File: src/rtl/adc_serial_responder_if.sv
// ADC serial link plus sample hand-off bundle shared by the responder and whatever feeds or masters it.
interface adc_serial_responder_if #(
    parameter int DATA_BITS = 8
);
    logic                 adc_cs;
    logic                 adc_clk;
    logic                 adc_so;
    logic                 adc_so_oe;
    logic [DATA_BITS-1:0] sample_data;
    logic                 sample_valid;
    logic                 sample_ready;

    modport master (
        output adc_cs,
        output adc_clk,
        output sample_data,
        output sample_valid,
        input  adc_so,
        input  adc_so_oe,
        input  sample_ready
    );

    modport slave (
        input  adc_cs,
        input  adc_clk,
        input  sample_data,
        input  sample_valid,
        output adc_so,
        output adc_so_oe,
        output sample_ready
    );
endinterface

File: src/rtl/adc_serial_responder.sv
// Serial ADC responder: oversamples adc_cs/adc_clk and shifts out {lead zeros, sample, trail zeros} MSB-first.
// Define ADC_RESPONDER_RAMP_EN to serve an internal wrapping ramp counter instead of the holding buffer.
module adc_serial_responder #(
    parameter int DATA_BITS   = 8,
    parameter int LEAD_ZEROS  = 3,
    parameter int TRAIL_ZEROS = 4,
    parameter int SYNC_STAGES = 2
) (
    input  logic                  clk,
    input  logic                  reset,
    adc_serial_responder_if.slave link,
    output logic                  sample_stale,
    output logic                  frame_done,
    output logic                  frame_abort
);
    // state | meaning
    // IDLE  | deselected, pad released, waiting for cs fall
    // SHIFT | selected, driving word bit bits_left
    // DONE  | all bits shifted, driving 0 until cs rises

    localparam int FRAME_BITS = LEAD_ZEROS + DATA_BITS + TRAIL_ZEROS;
    localparam int IDX_W      = (FRAME_BITS > 1) ? $clog2(FRAME_BITS) : 1;
    localparam logic [IDX_W-1:0] LAST_IDX = IDX_W'(FRAME_BITS - 1);

    typedef enum logic [1:0] {
        IDLE  = 2'd0,
        SHIFT = 2'd1,
        DONE  = 2'd2
    } state_t;

    state_t state;
    state_t state_d;

    logic [SYNC_STAGES-1:0] cs_sync;
    logic [SYNC_STAGES-1:0] sclk_sync;
    logic                   cs_prev;
    logic                   sclk_prev;
    logic                   cs_fall;
    logic                   cs_rise;
    logic                   sclk_fall;

    logic [FRAME_BITS-1:0]  word;
    logic [FRAME_BITS-1:0]  word_d;
    logic [IDX_W-1:0]       bits_left;
    logic [IDX_W-1:0]       bits_d;
    logic                   load;
    logic                   use_buf;
    logic [DATA_BITS-1:0]   load_sample;

    logic                   so_q;
    logic                   oe_q;
    logic                   so_d;
    logic                   oe_d;
    logic                   stale_d;
    logic                   done_d;
    logic                   abort_d;

    // Idle-high reset of the chains means a low pin after reset reads as a fall, which IDLE ignores for adc_clk.
    always_ff @(posedge clk) begin
        if (!reset) begin
            cs_sync   <= '1;
            sclk_sync <= '1;
            cs_prev   <= 1'b1;
            sclk_prev <= 1'b1;
        end else begin
            cs_sync   <= {cs_sync[SYNC_STAGES-2:0], link.adc_cs};
            sclk_sync <= {sclk_sync[SYNC_STAGES-2:0], link.adc_clk};
            cs_prev   <= cs_sync[SYNC_STAGES-1];
            sclk_prev <= sclk_sync[SYNC_STAGES-1];
        end
    end

    assign cs_fall   = cs_prev & ~cs_sync[SYNC_STAGES-1];
    assign cs_rise   = ~cs_prev & cs_sync[SYNC_STAGES-1];
    assign sclk_fall = sclk_prev & ~sclk_sync[SYNC_STAGES-1];

`ifdef ADC_RESPONDER_RAMP_EN
    logic [DATA_BITS-1:0] ramp_cnt;
    logic                 unused_sample_in;

    always_ff @(posedge clk) begin
        if (!reset) begin
            ramp_cnt <= '0;
        end else if (load) begin
            ramp_cnt <= ramp_cnt + DATA_BITS'(1);
        end
    end

    assign load_sample       = ramp_cnt;
    assign use_buf           = 1'b1;
    assign link.sample_ready = 1'b0;
    assign unused_sample_in  = ^{link.sample_data, link.sample_valid};
`else
    logic [DATA_BITS-1:0] buf_data;
    logic                 buf_full;
    logic [DATA_BITS-1:0] last_sample;
    logic                 buf_write;

    assign buf_write = link.sample_valid & ~buf_full;

    // A write can only land while empty, so it never collides with the load draining a full buffer.
    always_ff @(posedge clk) begin
        if (!reset) begin
            buf_data    <= '0;
            buf_full    <= 1'b0;
            last_sample <= '0;
        end else begin
            if (buf_write) begin
                buf_data <= link.sample_data;
                buf_full <= 1'b1;
            end else if (load) begin
                buf_full <= 1'b0;
            end
            if (load && buf_full) begin
                last_sample <= buf_data;
            end
        end
    end

    assign load_sample       = buf_full ? buf_data : last_sample;
    assign use_buf           = buf_full;
    assign link.sample_ready = ~buf_full;
`endif

    always_ff @(posedge clk) begin
        if (!reset) begin
            state        <= IDLE;
            word         <= '0;
            bits_left    <= '0;
            so_q         <= 1'b0;
            oe_q         <= 1'b0;
            sample_stale <= 1'b0;
            frame_done   <= 1'b0;
            frame_abort  <= 1'b0;
        end else begin
            state        <= state_d;
            word         <= word_d;
            bits_left    <= bits_d;
            so_q         <= so_d;
            oe_q         <= oe_d;
            sample_stale <= stale_d;
            frame_done   <= done_d;
            frame_abort  <= abort_d;
        end
    end

    // bits_left counts down to the terminal bit; a cs fall wins over a same-cycle clock fall by construction.
    always_comb begin
        state_d = state;
        word_d  = word;
        bits_d  = bits_left;
        load    = 1'b0;
        stale_d = 1'b0;
        done_d  = 1'b0;
        abort_d = 1'b0;
        unique case (state)
            IDLE: begin
                if (cs_fall) begin
                    load    = 1'b1;
                    stale_d = ~use_buf;
                    word_d  = FRAME_BITS'(load_sample) << TRAIL_ZEROS;
                    bits_d  = LAST_IDX;
                    state_d = SHIFT;
                end
            end
            SHIFT: begin
                if (cs_rise) begin
                    abort_d = 1'b1;
                    state_d = IDLE;
                end else if (sclk_fall) begin
                    if (bits_left == '0) begin
                        done_d  = 1'b1;
                        state_d = DONE;
                    end else begin
                        bits_d = bits_left - IDX_W'(1);
                    end
                end
            end
            DONE: begin
                if (cs_rise) begin
                    state_d = IDLE;
                end
            end
            default: begin
                state_d = IDLE;
            end
        endcase
    end

    // Pad values are decoded from the next state so they leave a flop in the same cycle the state changes.
    always_comb begin
        so_d = 1'b0;
        oe_d = 1'b0;
        unique case (state_d)
            SHIFT: begin
                so_d = word_d[bits_d];
                oe_d = 1'b1;
            end
            DONE: begin
                oe_d = 1'b1;
            end
            default: begin
                so_d = 1'b0;
                oe_d = 1'b0;
            end
        endcase
    end

    assign link.adc_so    = so_q;
    assign link.adc_so_oe = oe_q;
endmodule
File: src/flat_wrapper.sv
// flat-port wrapper written by rule: the top's interface ports become plain ports
module adc_serial_responder_flat 
#(
    parameter int DATA_BITS   = 8,
    parameter int LEAD_ZEROS  = 3,
    parameter int TRAIL_ZEROS = 4,
    parameter int SYNC_STAGES = 2
)
  (clk, reset, sample_stale, frame_done, frame_abort, link_adc_cs, link_adc_clk, link_sample_data, link_sample_valid, link_adc_so, link_adc_so_oe, link_sample_ready);
  adc_serial_responder_if #(.DATA_BITS(DATA_BITS)) link_i ();
  input  logic clk;
  input  logic reset;
  output logic sample_stale;
  output logic frame_done;
  output logic frame_abort;
  input wire logic [$bits(link_i.adc_cs)-1:0] link_adc_cs;
  input wire logic [$bits(link_i.adc_clk)-1:0] link_adc_clk;
  input wire logic [$bits(link_i.sample_data)-1:0] link_sample_data;
  input wire logic [$bits(link_i.sample_valid)-1:0] link_sample_valid;
  output wire logic [$bits(link_i.adc_so)-1:0] link_adc_so;
  output wire logic [$bits(link_i.adc_so_oe)-1:0] link_adc_so_oe;
  output wire logic [$bits(link_i.sample_ready)-1:0] link_sample_ready;
  assign link_i.adc_cs = link_adc_cs;
  assign link_i.adc_clk = link_adc_clk;
  assign link_i.sample_data = link_sample_data;
  assign link_i.sample_valid = link_sample_valid;
  assign link_adc_so = link_i.adc_so;
  assign link_adc_so_oe = link_i.adc_so_oe;
  assign link_sample_ready = link_i.sample_ready;
  adc_serial_responder #(.DATA_BITS(DATA_BITS), .LEAD_ZEROS(LEAD_ZEROS), .TRAIL_ZEROS(TRAIL_ZEROS), .SYNC_STAGES(SYNC_STAGES)) u_core (.clk(clk), .reset(reset), .link(link_i), .sample_stale(sample_stale), .frame_done(frame_done), .frame_abort(frame_abort));
endmodule
File: config.mk
export PLATFORM = sky130hd
export DESIGN_NAME = adc_serial_responder_flat
export DESIGN_NICKNAME = d
export VERILOG_FILES = /design/src/rtl/adc_serial_responder_if.sv /design/src/rtl/adc_serial_responder.sv /design/src/flat_wrapper.sv
export SDC_FILE = /design/constraint.sdc
export NUM_CORES = 1
export LEC_CHECK = 0
export ABC_CLOCK_PERIOD_IN_PS = 3350
export BUFFER_PORTS_ARGS = -buffer_cell sky130_fd_sc_hd__buf_2
export CORE_ASPECT_RATIO = 0.9
export CORE_MARGIN = 4
export CORE_UTILIZATION = 53
export CTS_CLUSTER_DIAMETER = 30
export CTS_CLUSTER_SIZE = 10
export DETAILED_ROUTE_END_ITERATION = 6
export GPL_ROUTABILITY_DRIVEN = 0
export PLACE_DENSITY = 0.72
export SLEW_MARGIN = 15
export SYNTH_ARGS = -nofsm -noshare
export SYNTH_HDL_FRONTEND = slang
export SYNTH_SLANG_ARGS = --single-unit
File: constraint.sdc
create_clock -name clk -period 3.35 [get_ports clk]
set_input_delay 0.335 -clock clk [delete_from_list [all_inputs] [get_ports clk]]
set_output_delay 0.335 -clock clk [all_outputs]
set_load 0.005 [all_outputs]
==> flow_summary.toml <==
[sta]
fin_ws_ps = 654.8
timing.final.crit_share_pct = 80.45
fin_skew_ps = 8.320
drv_slew = 0
finalSetupTns_ps = 0
finalHoldViolations = 0
max_slew.worst_pin.slew_ps = 929.6
slew_headroom_pct = 37.90
period_needed_ps = 2695
fmax_mhz = 371.0
finalSetupViolCount = 0
rsz0062_at_grt = "false"

[power]
p_per_area_nw_per_um2 = 445.9
switchingPower_mw = 0.2663
p_int_mw = 0.7933
p_comb_share_pct = 9.0
sequentialPowerShare_pct = 58.2
clock_power_share_pct = 32.8
vdd.ir_drop.worst_uv = 303.5
p_leak_nw = 0.9524
switching_share_pct = 25.13

[layout]
n_antenna_cell = 0
nFillCells = 355
regArea_sq_um = 980.9
drive_gt1_share_pct = 14.92
final_util_pct = 61.52
stdcell_count = 294
multi_input_area_sq_um = 1135
fin_area_sq_um = 2376
area_delta_synth_final_pct = 8.144
nets = 262

[synthesis]
synthDistinctLibCells = 48
async_flop_share_pct = 0
syn_avg_cell_area_sq_um = 9.349
yosysTopAreaCell = "dfxtp_1"
ys_ff_latch = 49
syn_nets = 250
synth_top_area_share_pct = 44.65
synthCells = 235
ys.flop_type = "dfxtp_1"
synth_edf_count = 0
yosys_warnings = 0
synth_area_sq_um = 2197
synthTopCellsByArea = "dfxtp_1 (45%), mux2i_1 (8.7%), nand2_1 (4.1%)"
synth_seq_area_share_pct = 44.65

[clock_network]
cts_root_buffer = "clkbuf_8"
hold_buffers = 0
numCtsBuffers = 5
clk_pin_slew_worst_paths_ps = 90
clk_latency_ps = 310
htreeDepth = 2
cts_resized = 0
post_cts_buffers = 0
clock-sinks = 49
cts_tree = "built"
clk_path_buf_depth = 2

[die]
rows = 21
core_area_sq_um = 3862
dieArea_sq_um = 5241
num_io_pins = 19
die_h_um = 69.08
die_x_um = 75.87
start_util_pct = 56.88

[drt]
drt-vias-per-instance = 5.520
dr.pass1.iters = 4
final_antenna_net_count = 0
avgRoutedWirePerCell_um = 13.46
via_count = 1623
drc_errors = 0
wirelength_mm = 3.957
initialDrtViolationCount = 115

[grt]
grt_pass1_wl_mm = 6.893
grt_usage_pct = 16.66
grt_overflow = 0
grt_max_degree = 51
grt_pass1_vias = 1547
antenna_found_initial = 0

[place]
hpwlAfterDp_mm = 2.593
placed_cell_area_sq_um = 2286
placedCellCount = 286
dpl_worst_slack_ps = 704.3
io_buffers = 18

[worst_setup_path]
reg2reg_to = "u_core.link.adc_so$_SDFF_PN0_"
startpoint_type = "flop"
cp_slowest_cell = "dfxtp_1"
reg2regPathDepth = 8
cp_max_fo = 15
crit_arrival_ps = 2910
critPathCaptureType = "flop"
timing.rr.start = "u_core.bits_left[0]$_SDFF_PN0_"
crit_start = "u_core.bits_left[0]$_SDFF_PN0_"
crit_path_max_incr_delay_ps = 620
path_cells = "inv_1 > ha_1 > or3b_4 > nand4_4 > o21ai_1 > a221oi_1 > and3_1 > o41ai_2"
regToRegSetupSlack_ps = 650
crit_end = "u_core.link.adc_so$_SDFF_PN0_"
crit_required_ps = 3570
critPathKind = "reg -> reg"

[min_path]
hold_class = "in -> reg"

[job]
cap_violations = 0

[outcome]
outcome = "complete, no violations"
critical path, delay by kind of cell (launching register included):
| family | cells | cell delay [ps] |
|---|---|---|
| compound gates | 3 | 880 |
| simple gates | 3 | 700 |
| buf+inv | 1 | 140 |
| fa+ha+maj | 1 | 280 |
| flops | 1 | 620 |
cells in the mapped netlist, drive strengths merged, types with 2 or more instances:
| library cell | count |
|---|---|
| nand4 | 3 |
| o211a | 2 |
| inv | 4 |
| buf | 7 |
| ha | 2 |
| nor2b | 14 |
| nand3b | 2 |
| a211oi | 3 |
| nor3 | 2 |
| dfxtp | 49 |
| and2 | 7 |
| nand3 | 13 |
| o21ai | 9 |
| nand2 | 24 |
| clkbuf | 7 |
| and2b | 2 |
| and3 | 12 |
| a21oi | 8 |
| nor2 | 13 |
| nand2b | 7 |
| a21boi | 8 |
| mux2i | 20 |
| nor3b | 2 |
placed cells by master (no fill, tap or decap), types with 2 or more instances in the layout:
cell,count
nor3_1,2
and2_1,7
o21ai_0,7
nand2_1,24
a211oi_1,3
clkbuf_8,5
nand2b_1,7
mux2i_1,19
a21oi_1,7
nor2_1,12
nor2b_1,14
dfxtp_1,49
nand4_1,2
ha_1,2
inv_1,4
nor3b_1,2
nand3_1,13
a21boi_1,7
and3_1,11
buf_2,18
o21ai_1,2
nand3b_1,2
o211a_1,2
final cells by class:
cell class | count | share of cell area (%)
Multi-Input combinational cell | 168 | 47.76
Sequential cell | 49 | 41.28
Timing Repair Buffer | 19 | 4.107
Clock buffer | 5 | 2.896
Tap cell | 46 | 2.422
Clock inverter | 3 | 0.8952
Inverter | 4 | 0.6319
flip-flops by register name, indices dropped and copies added (netlist names), 2 cells and up:
signal	cells
u_core.word	15
u_core.buf_data	8
u_core.last_sample	8
u_core.bits_left	4
u_core.cs_sync	2
u_core.sclk_sync	2
u_core.state	2
cells by family after synthesis:
logic type | count (synthesis) | synth area share, %
AO/OA/AOI/OAI | 38 | 12.24
XOR/XNOR | 1 | 0.3987
adder cells (fa/ha/maj) | 2 | 1.139
buffers and inverters | 18 | 3.986
flip-flops | 49 | 44.65
multiplexers | 21 | 10.19
AND/OR/NAND/NOR | 106 | 27.39
power groups by stage:
stage / sequential [mW] / clock, mW / combinational [mW]
after floorplan: 0.621 / 0 / 0.0800
after global placement: 0.629 / 0 / 0.0947
after detailed placement: 0.630 / 0 / 0.0960
after CTS: 0.616 / 0.362 / 0.0964
after global routing: 0.619 / 0.387 / 0.108
final: 0.616 / 0.348 / 0.0955
how the worst min path moves through the flow:
stage	start	end	slack (ps)	depth (start not counted)
finish	link_adc_clk	u_core.sclk_sync[0]$_SDFF_PN1_	190	2
global route	link_adc_cs	u_core.cs_sync[0]$_SDFF_PN1_	210	2
CTS	link_adc_clk	u_core.sclk_sync[0]$_SDFF_PN1_	180	2
detailed placement	u_core.sclk_sync[0]$_SDFF_PN1_	u_core.sclk_sync[1]$_SDFF_PN1_	400	1
global placement	u_core.sclk_sync[0]$_SDFF_PN1_	u_core.sclk_sync[1]$_SDFF_PN1_	390	1
floorplan	u_core.cs_sync[0]$_SDFF_PN1_	u_core.cs_sync[1]$_SDFF_PN1_	390	1
per-layer routing:
metal | track usage (%) | part of all wire [%]
met2 | 23.38 | 42
met3 | 6.105 | 4.7
met5 | 0 | 0
met4 | 4.660 | 1.3
met1 | 23.72 | 52
through the flow:
stage,hold slack [ps],power [mW]
global route,206.4,1.114
detailed placement,399.4,0.7256
floorplan,386.3,0.7010
finish,194.4,1.060
global placement,393.3,0.7241
CTS,184.8,1.074
Power figures use the tool's default switching activity.
